--- src/rtl/sysid_check_pkg.sv ---
// -----------------------------------------------------------------------------
// sysid_check_pkg
// Shared definitions for the system-ID check controller:
//   state_t              FSM state encoding (also exported on the debug port)
//   DEFAULT_EXPECTED_ID  default required ID word (slave address 0)
//   DEFAULT_EXPECTED_TS  default required timestamp word (slave address 1)
//   ADDR_ID / ADDR_TS    Avalon-MM word addresses of the two registers
//   WAIT_W               width of the read wait counter
// -----------------------------------------------------------------------------
package sysid_check_pkg;

  typedef enum logic [2:0] {
    ST_IDLE  = 3'd0,
    ST_RD_ID = 3'd1,
    ST_GAP   = 3'd2,
    ST_RD_TS = 3'd3,
    ST_CMP   = 3'd4,
    ST_DONE  = 3'd5
  } state_t;

  localparam logic [31:0] DEFAULT_EXPECTED_ID = 32'h0012_3456;
  localparam logic [31:0] DEFAULT_EXPECTED_TS = 32'h5D82_94FE;

  localparam logic ADDR_ID = 1'b0;
  localparam logic ADDR_TS = 1'b1;

  // Wide enough for the largest allowed timeout (65535).
  localparam int WAIT_W = 16;

  function automatic logic is_read_state(input state_t s);
    return (s == ST_RD_ID) || (s == ST_RD_TS);
  endfunction

endpackage

--- src/rtl/sysid_check_timeout.sv ---
// -----------------------------------------------------------------------------
// sysid_check_timeout
// Wait counter for one Avalon-MM read. Counts stalled cycles and flags the
// stalled cycle that brings the count to TIMEOUT_CYCLES.
// Ports:
//   clock    in   sole clock, rising edge
//   reset    in   synchronous active-high reset (count -> 0)
//   clear    in   restart the count (outside a read, or on accept)
//   enable   in   this cycle is a stalled read cycle
//   expired  out  this stalled cycle is the TIMEOUT_CYCLES-th one; the
//                 controller aborts the read at the end of it
// -----------------------------------------------------------------------------
module sysid_check_timeout
  import sysid_check_pkg::*;
#(
  parameter int TIMEOUT_CYCLES = 255
) (
  input  logic clock,
  input  logic reset,
  input  logic clear,
  input  logic enable,
  output logic expired
);

  localparam logic [WAIT_W-1:0] LAST_COUNT = WAIT_W'(TIMEOUT_CYCLES - 1);

  logic [WAIT_W-1:0] count;

  always_ff @(posedge clock) begin
    if (reset || clear) begin
      count <= '0;
    end else if (enable) begin
      count <= count + 1'b1;
    end
  end

  // The count becomes TIMEOUT_CYCLES on the same edge the controller leaves
  // the read state, so avm_read is low in the following cycle.
  assign expired = enable && (count == LAST_COUNT);

endmodule

--- src/rtl/sysid_check_ctrl.sv ---
// -----------------------------------------------------------------------------
// sysid_check_ctrl
// Reads the system ID (address 0) and build timestamp (address 1) from an
// Avalon-MM slave, compares both against expected constants and reports the
// result. Optional feature macro: SYSID_CHECK_RETRY_EN (re-run the reads after
// a compare mismatch, up to MAX_RETRIES extra attempts).
//
// Handshake: a read is accepted in any cycle where avm_read is high and
// avm_waitrequest is low; avm_readdata is captured in that same cycle (zero
// read latency). While waitrequest is high, avm_read and avm_address hold.
//
// Ports:
//   clock, reset        clock and synchronous active-high reset
//   start               request a check sequence (only sampled in IDLE)
//   busy                sequence in progress (RD_ID, GAP, RD_TS, CMP)
//   done                one-cycle pulse at sequence end (DONE state)
//   id_ok, ts_ok        compare results of the last completed sequence
//   timeout             last sequence aborted on a read timeout
//   rd_id, rd_ts        last captured ID / timestamp words
//   avm_address         word address (0 = ID, 1 = timestamp)
//   avm_read            read strobe
//   avm_waitrequest     slave stall
//   avm_readdata        slave read data
//   dbg_state           current FSM state
// -----------------------------------------------------------------------------
module sysid_check_ctrl
  import sysid_check_pkg::*;
#(
  parameter logic [31:0] EXPECTED_ID    = DEFAULT_EXPECTED_ID,
  parameter logic [31:0] EXPECTED_TS    = DEFAULT_EXPECTED_TS,
  parameter int          TIMEOUT_CYCLES = 255,
  parameter int          MAX_RETRIES    = 3
) (
  input  logic        clock,
  input  logic        reset,
  input  logic        start,
  output logic        busy,
  output logic        done,
  output logic        id_ok,
  output logic        ts_ok,
  output logic        timeout,
  output logic [31:0] rd_id,
  output logic [31:0] rd_ts,
  output logic        avm_address,
  output logic        avm_read,
  input  logic        avm_waitrequest,
  input  logic [31:0] avm_readdata,
  output logic [2:0]  dbg_state
);

  state_t state;
  state_t state_next;

  logic in_read;
  logic accept;
  logic expired;
  logic retry_now;

  assign in_read   = is_read_state(state);
  assign accept    = avm_read && !avm_waitrequest;
  assign dbg_state = state;

  // ---------------------------------------------------------------------------
  // Read wait counter: held at zero outside the read states and restarted on
  // each accept, so every read starts from a fresh count.
  // ---------------------------------------------------------------------------
  sysid_check_timeout #(
    .TIMEOUT_CYCLES (TIMEOUT_CYCLES)
  ) u_timeout (
    .clock   (clock),
    .reset   (reset),
    .clear   (!in_read || accept),
    .enable  (in_read && avm_waitrequest),
    .expired (expired)
  );

  // ---------------------------------------------------------------------------
  // Retry support
  // ---------------------------------------------------------------------------
`ifdef SYSID_CHECK_RETRY_EN
  localparam int RETRY_W = 8;

  logic [RETRY_W-1:0] retry_cnt;
  logic               mismatch;

  assign mismatch  = (rd_id != EXPECTED_ID) || (rd_ts != EXPECTED_TS);
  assign retry_now = (state == ST_CMP) && mismatch &&
                     (retry_cnt < RETRY_W'(MAX_RETRIES));

  always_ff @(posedge clock) begin
    if (reset) begin
      retry_cnt <= '0;
    end else if (state == ST_IDLE && start) begin
      retry_cnt <= '0;
    end else if (retry_now) begin
      retry_cnt <= retry_cnt + 1'b1;
    end
  end
`else
  assign retry_now = 1'b0;

  // MAX_RETRIES only affects the retry build; this empty guard keeps the
  // parameter referenced in the single-attempt build.
  if (MAX_RETRIES < 0) begin : g_max_retries_unused
  end
`endif

  // ---------------------------------------------------------------------------
  // FSM state register
  // ---------------------------------------------------------------------------
  always_ff @(posedge clock) begin
    if (reset) begin
      state <= ST_IDLE;
    end else begin
      state <= state_next;
    end
  end

  // ---------------------------------------------------------------------------
  // FSM next state and Moore outputs
  // ---------------------------------------------------------------------------
  always_comb begin
    state_next  = state;
    busy        = 1'b0;
    done        = 1'b0;
    avm_read    = 1'b0;
    avm_address = ADDR_ID;

    case (state)
      ST_IDLE: begin
        if (start) state_next = ST_RD_ID;
      end
      ST_RD_ID: begin
        busy     = 1'b1;
        avm_read = 1'b1;
        if (expired) begin
          state_next = ST_DONE;
        end else if (accept) begin
          state_next = ST_GAP;
        end
      end
      ST_GAP: begin
        busy       = 1'b1;
        state_next = ST_RD_TS;
      end
      ST_RD_TS: begin
        busy        = 1'b1;
        avm_read    = 1'b1;
        avm_address = ADDR_TS;
        if (expired) begin
          state_next = ST_DONE;
        end else if (accept) begin
          state_next = ST_CMP;
        end
      end
      ST_CMP: begin
        busy       = 1'b1;
        state_next = retry_now ? ST_RD_ID : ST_DONE;
      end
      ST_DONE: begin
        done       = 1'b1;
        state_next = ST_IDLE;
      end
      default: begin
        state_next = ST_IDLE;
      end
    endcase
  end

  // ---------------------------------------------------------------------------
  // Capture and status registers
  // ---------------------------------------------------------------------------
  always_ff @(posedge clock) begin
    if (reset) begin
      rd_id   <= '0;
      rd_ts   <= '0;
      id_ok   <= 1'b0;
      ts_ok   <= 1'b0;
      timeout <= 1'b0;
    end else begin
      if (state == ST_IDLE && start) begin
        id_ok   <= 1'b0;
        ts_ok   <= 1'b0;
        timeout <= 1'b0;
      end

      if (accept && state == ST_RD_ID) rd_id <= avm_readdata;
      if (accept && state == ST_RD_TS) rd_ts <= avm_readdata;

      if (state == ST_CMP) begin
        id_ok <= (rd_id == EXPECTED_ID);
        ts_ok <= (rd_ts == EXPECTED_TS);
      end

      // expired only fires on a stalled cycle, so it never coincides with
      // an accept or with CMP.
      if (expired) begin
        timeout <= 1'b1;
        id_ok   <= 1'b0;
        ts_ok   <= 1'b0;
      end
    end
  end

endmodule
--- config.mk ---
export PLATFORM = sky130hd
export DESIGN_NAME = sysid_check_ctrl
export DESIGN_NICKNAME = d
export VERILOG_FILES = /design/src/rtl/sysid_check_pkg.sv /design/src/rtl/sysid_check_timeout.sv /design/src/rtl/sysid_check_ctrl.sv
export SDC_FILE = /design/constraint.sdc
export NUM_CORES = 1
export LEC_CHECK = 0
export CAP_MARGIN = 20
export CORE_ASPECT_RATIO = 2
export CORE_MARGIN = 2
export CORE_UTILIZATION = 50
export CTS_CLUSTER_DIAMETER = 40
export CTS_CLUSTER_SIZE = 16
export DETAILED_ROUTE_END_ITERATION = 8
export PLACE_DENSITY = 0.9
export SETUP_SLACK_MARGIN = 0.2
export SYNTH_ARGS = -nofsm -noshare
export SYNTH_HDL_FRONTEND = slang
export SYNTH_HIERARCHICAL = 1
export SYNTH_SLANG_ARGS = --single-unit
--- constraint.sdc ---
create_clock -name clock -period 5.9 [get_ports clock]
set_clock_uncertainty 0.2 [all_clocks]
set_input_delay 0.885 -clock clock [delete_from_list [all_inputs] [get_ports clock]]
set_output_delay 0.885 -clock clock [all_outputs]
set_load 0.02 [all_outputs]
==> metrics.md, run 1 <==
| Metric | Value |
|---|---|
| Core box area | 0.00689 mm^2 |
| Final Wtd Congestion | 0.906 |
| PwrDens | 261 mW/mm^2 |
| Yosys warnings | 6 |
| Net Sw Power | 300 uW |
| CP endpoint kind | flip-flop |
| Leakage | 1.62 nW |
| Setup WS post-layout | 2.47 ns |
| Post-synth EDFFs | 0 |
| Ys async rst share | 0% |
| Ys flop type | dfxtp_1 |
| Nets | 559 |
| Max-cap violations | 0 |
| CTS buffer count | 9 |
| DR WL/cell | 16.9 um |
| Pre-CTS setup slack | 2.22 ns |
| # resized after CTS | 0 |
| Finished Layout Cells | 616 |
| Crit share post-route | 58.1% |
| TritonCTS Sinks | 86 |
| RSZ-0062 raised after global routing | false |
| Critical-path cell list | clkdlybuf4s50_1 -> nand2_1 -> inv_1 -> and4_1 -> nand4_1 -> nor4_1 -> nor2_1 -> o311ai_0 -> o31ai_1 |
| Final setup fails | 0 |
| Synth Area per Inst | 8.24 um^2 |
| CTS tree | done |
| # fillers | 582 |
| Fin. Hold Viols | 0 |
| Syn Inst Count | 427 |
| Grt ovf | 0 |
| Setup Fix Bufs, Post-CTS | 0 |
| DP Cell Count | 599 |
| H-tree levels | 3 |
| Post-route cell area | 0.00490 mm^2 |
| DR vias/cell | 5.59 |
| Sequential share of power | 47.7% |
| CP max-delay cell | clkdlybuf4s50_1 |
| Total placed instance area | 0.00459 mm^2 |
| Initial Utilization | 51.1% |
| Routed WL | 10400 um |
| Clock latency at the later pin of the worst-skew pair | 0.33 ns |
| Pin count of the biggest net entering global routing | 56 |
| FF/Latch Area | 0.00172 mm^2 |
| WL met2 | 5700 um |
| WP data required | 5.90 ns |
| Drt initial violations | 208 |
| DRT met1 WL | 3550 um |
| Clock Tree Buf Depth | 2 |
| # DRC | 0 |
| Min cycle time layout | 3.43 ns |
| Area of the multi-input gates | 0.00162 mm^2 |
| Crit path max-delay family | simple AND/OR/NAND/NOR gates |
| Max stage delay on crit path | 0.66 ns |
| Tot GR Track Use | 27.2% |
| VDD IR-drop max | 0.000186 V |
| Layout cell share with drive strength beyond 1 | 5.32% |
| Switching part of the total | 23.4% |
| Crit start category | input port |
| Distinct cell type count of the synthesized netlist | 41 |
| Max-slew violations | 0 |
| DIE HEIGHT | 123 um |
| Worst path arrival time | 3.43 ns |
| Syn nets | 465 |
| I/O Buffers | 109 |
| Mapped Area | 0.00352 mm^2 |
| DIE AREA | 0.00776 mm^2 |
| Max-slew headroom | 42.4% |
| Crit path kind | input port to flip-flop |
| Root buf cell | clkbuf_16 |
| Max FO, Critical Path | 9 |
| Max Used Layer | met4 |
| Initial antenna violation count | 0 |
| Vias in the first global route | 3349 |
| F_max | 0.291 GHz |
| Pre-antenna DRT Iters | 5 |
| ANT nets after route | 0 |
| Vias post-DR | 3446 |
| FF+latch count, synth | 86 |
| DIE WIDTH | 63.3 um |
| WP buf/inv | 2 |
| Comb pwr share | 10.8% |
| Post-CTS Hold Fix Bufs | 0 |
| Hold WC Path Type | flip-flop to flip-flop |
| Ports | 110 |
| Post-DP HPWL | 7400 um |
| Rows | 43 |
| Setup TNS | 0 ns |
| WL met3 | 515 um |
| Internal | 979 uW |
| First-pass GRT wire length | 16200 um |
| Slew @ Worst Pin | 0.856 ns |
| Status | complete, no violations |
| Seq/Total Area, Yosys | 48.9% |
| Clock power share | 41.5% |
| Inserted Diodes | 0 |
| Reg clk slew, reported paths | 0.06 ns |
| Area Overhead vs Synth | 39.4% |
-- sequential cells by signal, indices dropped and copies added, names as in the netlist --
name	cells
rd_ts	32
timeout	1
rd_id	32
id_ok	1
ts_ok	1
u_timeout/count	16
dbg_state	3
-- logic make-up (layout without fill, tap and decap cells) --
kind of cell / Yosys count / in the layout / synth area share (%)
simple gates: 210 / 210 / 29.6
flops: 86 / 86 / 48.9
compound gates: 83 / 83 / 12.5
buf+inv: 33 / 132 / 4.98
xor+xnor: 13 / 13 / 3.24
fa+ha+maj: 2 / 2 / 0.711
-- synth_stat cells, drive strengths merged, types with 2 or more instances --
library cell / count / area [um^2]
nand2: 132 / 495
dfxtp: 86 / 1720
a21oi: 69 / 345
buf: 19 / 123
nor2: 18 / 67.6
clkbuf: 11 / 41.3
nand4: 11 / 75.1
xor2: 9 / 78.8
nor4b: 8 / 85.1
nand3: 7 / 40.0
nor4bb: 5 / 50.1
o21ai: 5 / 25.0
and4: 4 / 35.0
o31ai: 4 / 30.0
xnor2: 4 / 35.0
a211oi: 3 / 22.5
inv: 3 / 11.3
nor2b: 3 / 18.8
nor4: 3 / 18.8
or4: 3 / 26.3
and2: 2 / 12.5
and4b: 2 / 20.0
ha: 2 / 25.0
o311ai: 2 / 17.5
or3: 2 / 12.5
or4b: 2 / 20.0
-- area by class of cell --
cell class,instances,area share (%)
Clock buffer,13,5.51
Clock inverter,3,0.357
Inverter,3,0.230
Multi-Input combinational cell,308,33.1
Sequential cell,86,35.1
Tap cell,90,2.30
Timing Repair Buffer,113,23.4
-- path summary, 6_finish.rpt --
| path | from | end | slack [ns] | depth (start not counted) |
|---|---|---|---|---|
| setup / recovery | avm_waitrequest | id_ok$_SDFFE_PP0P_ | 2.47 | 9 |
| hold / removal | rd_id[12]$_SDFFE_PP0P_ | rd_id[12]$_SDFFE_PP0P_ | 0.27 | 2 |
| setup reg to reg | dbg_state[0]$_SDFFE_PP0P_ | id_ok$_SDFFE_PP0P_ | 2.81 | 9 |
| hold reg to reg | rd_id[12]$_SDFFE_PP0P_ | rd_id[12]$_SDFFE_PP0P_ | 0.27 | 2 |
-- metrics by stage --
stage | hold WS (ns) | util, % | total power, mW
global placement | 0.253 | 66.3 | 0.752
floorplan | 0.259 | - | 0.687
global route | 0.290 | 71.2 | 1.32
detailed placement | 0.261 | 66.6 | 0.756
CTS | 0.268 | 70.8 | 1.28
finish | 0.269 | 71.2 | 1.28
-- metal layers --
| metal | vias up | track usage, % |
|---|---|---|
| met5 | - | 0 |
| met4 | 0 | 20.7 |
| met3 | 47 | 5.04 |
| met2 | 148 | 50.2 |
| met1 | 1602 | 26.3 |
| li1 | 1649 | - |
-- worst reg2reg max path: cells and delay by family (launching register included) --
family	cells	cell delay [ns]
and+or+nand+nor	6	1.68
DFF	1	0.55
AOI/OAI and AO/OA	2	0.27
buffers and inverters	1	0.24
-- power by group through the flow --
stage                     combinational (mW)  clock [mW]  sequential [mW]
final                                  0.138       0.531            0.610
after global routing                   0.147       0.566            0.612
after CTS                              0.135       0.539            0.610
after detailed placement               0.134           0            0.623
after global placement                 0.130           0            0.622
after floorplan                       0.0534           0            0.634
-- cell usage in the layout (no fill, tap or decap), types with 6 or more instances in the layout --
master,count
clkdlybuf4s50_1,108
nor4b_1,7
dfxtp_1,86
clkbuf_16,9
xor2_1,9
a21oi_1,69
nand3_1,6
nand4_1,10
nor2_1,18
nand2_1,132
Note: power is estimated with default switching activity, not from simulation.
==> run 2, diff against run 1 <==
--- a/config.mk
+++ b/config.mk
@@ -8,11 +8,11 @@
 export CAP_MARGIN = 20
 export CORE_ASPECT_RATIO = 2
 export CORE_MARGIN = 2
-export CORE_UTILIZATION = 50
+export CORE_UTILIZATION = 46
 export CTS_CLUSTER_DIAMETER = 40
 export CTS_CLUSTER_SIZE = 16
 export DETAILED_ROUTE_END_ITERATION = 8
-export PLACE_DENSITY = 0.9
+export PLACE_DENSITY = 0.84
 export SETUP_SLACK_MARGIN = 0.2
 export SYNTH_ARGS = -nofsm -noshare
 export SYNTH_HDL_FRONTEND = slang
==> constraint.sdc (replaced) <==
create_clock -name clock -period 3.6 [get_ports clock]
set_clock_uncertainty 0.2 [all_clocks]
set_input_delay 0.54 -clock clock [delete_from_list [all_inputs] [get_ports clock]]
set_output_delay 0.54 -clock clock [all_outputs]
set_load 0.02 [all_outputs]
==> metrics.md, run 2 (synthesis results as in run 1) <==
| Metric | Value |
|---|---|
| # DRC | 0 |
| Worst setup path start | dbg_state[0]$_SDFFE_PP0P_ |
| Max-slew violations | 0 |
| Crit path kind | flip-flop to primary output |
| Initial Utilization | 47.0% |
| Clock Tree Buf Depth | 2 |
| Root buf cell | clkbuf_16 |
| CTS buffer count | 9 |
| DIE WIDTH | 65.8 um |
| Post-DP HPWL | 5800 um |
| Fin. Hold Viols | 0 |
| Hold WC Path Type | flip-flop to flip-flop |
| Pre-antenna DRT Iters | 4 |
| DIE AREA | 0.00841 mm^2 |
| DR vias/cell | 5.22 |
| Finished Layout Cells | 619 |
| TritonCTS Sinks | 86 |
| CP max-delay cell | clkdlybuf4s50_1 |
| Final Total Pwr | 2.03 mW |
| Status | complete, no violations |
| Slew @ Worst Pin | 1.09 ns |
| Leakage | 1.58 nW |
| Hold-critical path endpoint | rd_ts[3]$_SDFFE_PP0P_ |
| Inserted Diodes | 0 |
| I/O Buffers | 109 |
| Max-slew headroom | 27.0% |
| Drt initial violations | 232 |
| Setup Fix Bufs, Post-CTS | 0 |
| WP data required | 2.86 ns |
| Vias in the first global route | 2912 |
| PwrDens | 418 mW/mm^2 |
| ANT nets after route | 0 |
| VDD IR-drop max | 0.000310 V |
| Post-CTS Hold Fix Bufs | 0 |
| DIE HEIGHT | 128 um |
| Reg2reg path depth | 10 |
| DP Cell Count | 604 |
| Crit start category | flip-flop |
| F_max | 0.371 GHz |
| Worst hold stages | 2 |
| Final setup fails | 0 |
| Setup TNS | 0 ns |
| FF-to-FF End | ts_ok$_SDFFE_PP0P_ |
| Top Registers | rd_id (32), rd_ts (32), u_timeout/count (16) |
| Initial antenna violation count | 0 |
| Hold_sp | rd_ts[3]$_SDFFE_PP0P_ |
| Routed WL | 8530 um |
| R2R setup slack | 0.95 ns |
| Crit share post-route | 74.9% |
| Ports | 110 |
| Critical-path cell list | nor2b_1 -> and2_1 -> clkdlybuf4s50_1 |
| First-pass GRT wire length | 13900 um |
| Finished Core Util | 64.7% |
| Rows | 45 |
| Tot GR Track Use | 21.4% |
| Layout cell share with drive strength beyond 1 | 4.95% |
| Pin count of the biggest net entering global routing | 70 |
| Nets | 559 |
| Final Wtd Congestion | 0.856 |
| Critical R2R Launch | dbg_state[0]$_SDFFE_PP0P_ |
| Grt ovf | 0 |
| Clock latency at the later pin of the worst-skew pair | 0.34 ns |
| Vias post-DR | 3230 |
| DR WL/cell | 13.8 um |
| Worst path arrival time | 1.96 ns |
| CP endpoint kind | primary output |
| Max-cap violations | 0 |
| Min cycle time layout | 2.70 ns |
| Most frequent cells in the layout | nand2_1 (132), clkdlybuf4s50_1 (108), dfxtp_1 (86) |
| Max stage delay on crit path | 0.59 ns |
| Commonest non-fill, non-tap cell in the layout | nand2_1 |
| CTS tree | done |
| Reg clk slew, reported paths | 0.06 ns |
| H-tree levels | 3 |
| Area Overhead vs Synth | 37.7% |
| # resized after CTS | 0 |
| Hold WS | 0.267 ns |
| Core box area | 0.00749 mm^2 |
| Max FO, Critical Path | 13 |
| RSZ-0062 raised after global routing | false |
-- run 2: how the worst max path moves through the flow --
stage          slack (ns)  depth (start not counted)            endpoint
6_report             0.90                          3         avm_address
5_1_grt              0.69                         10  ts_ok$_SDFFE_PP0P_
4_1_cts              0.92                          3         avm_address
3_5_place_dp         0.60                         10  ts_ok$_SDFFE_PP0P_
3_3_place_gp         0.69                         10  ts_ok$_SDFFE_PP0P_
2_1_floorplan        0.67                         11  id_ok$_SDFFE_PP0P_
-- run 2: final cells by class --
| cell class | count | area [um^2] |
|---|---|---|
| Fill cell | 623 | 2640 |
| Clock buffer | 11 | 233 |
| Clock inverter | 4 | 25.0 |
| Timing Repair Buffer | 113 | 1120 |
| Tap cell | 94 | 118 |
| Inverter | 3 | 11.3 |
| Sequential cell | 86 | 1720 |
| Multi-Input combinational cell | 308 | 1620 |
-- run 2: layer usage --
metal	vias to the layer above	share of wire (%)	GRT usage (%)
met2	109	44	32.0
li1	1649	-	-
met1	1464	45	27.4
met4	0	1.5	7.35
met3	8	9.1	9.31
met5	-	0	0
-- run 2: worst max-delay path, delay by kind of cell, from the launching register on --
family                 cells  cell delay, ns
AND/OR/NAND/NOR            2            0.49
flip-flops                 1            0.54
buffers and inverters      1            0.59
-- run 2: metrics by stage --
step | cell area, um^2 | setup WS (ns)
floorplan | 3520 | 0.675
global placement | 4590 | 0.688
detailed placement | 4590 | 0.601
CTS | 4850 | 0.915
global route | 4850 | 0.686
finish | 4850 | 0.903
-- run 2: report_power, final --
part | internal (mW) | switching (mW) | leakage [nW]
Combinational | 0.103 | 0.112 | 0.765
Clock | 0.461 | 0.353 | 0.121
Sequential | 0.975 | 0.0231 | 0.696
Total | 1.54 | 0.488 | 1.58
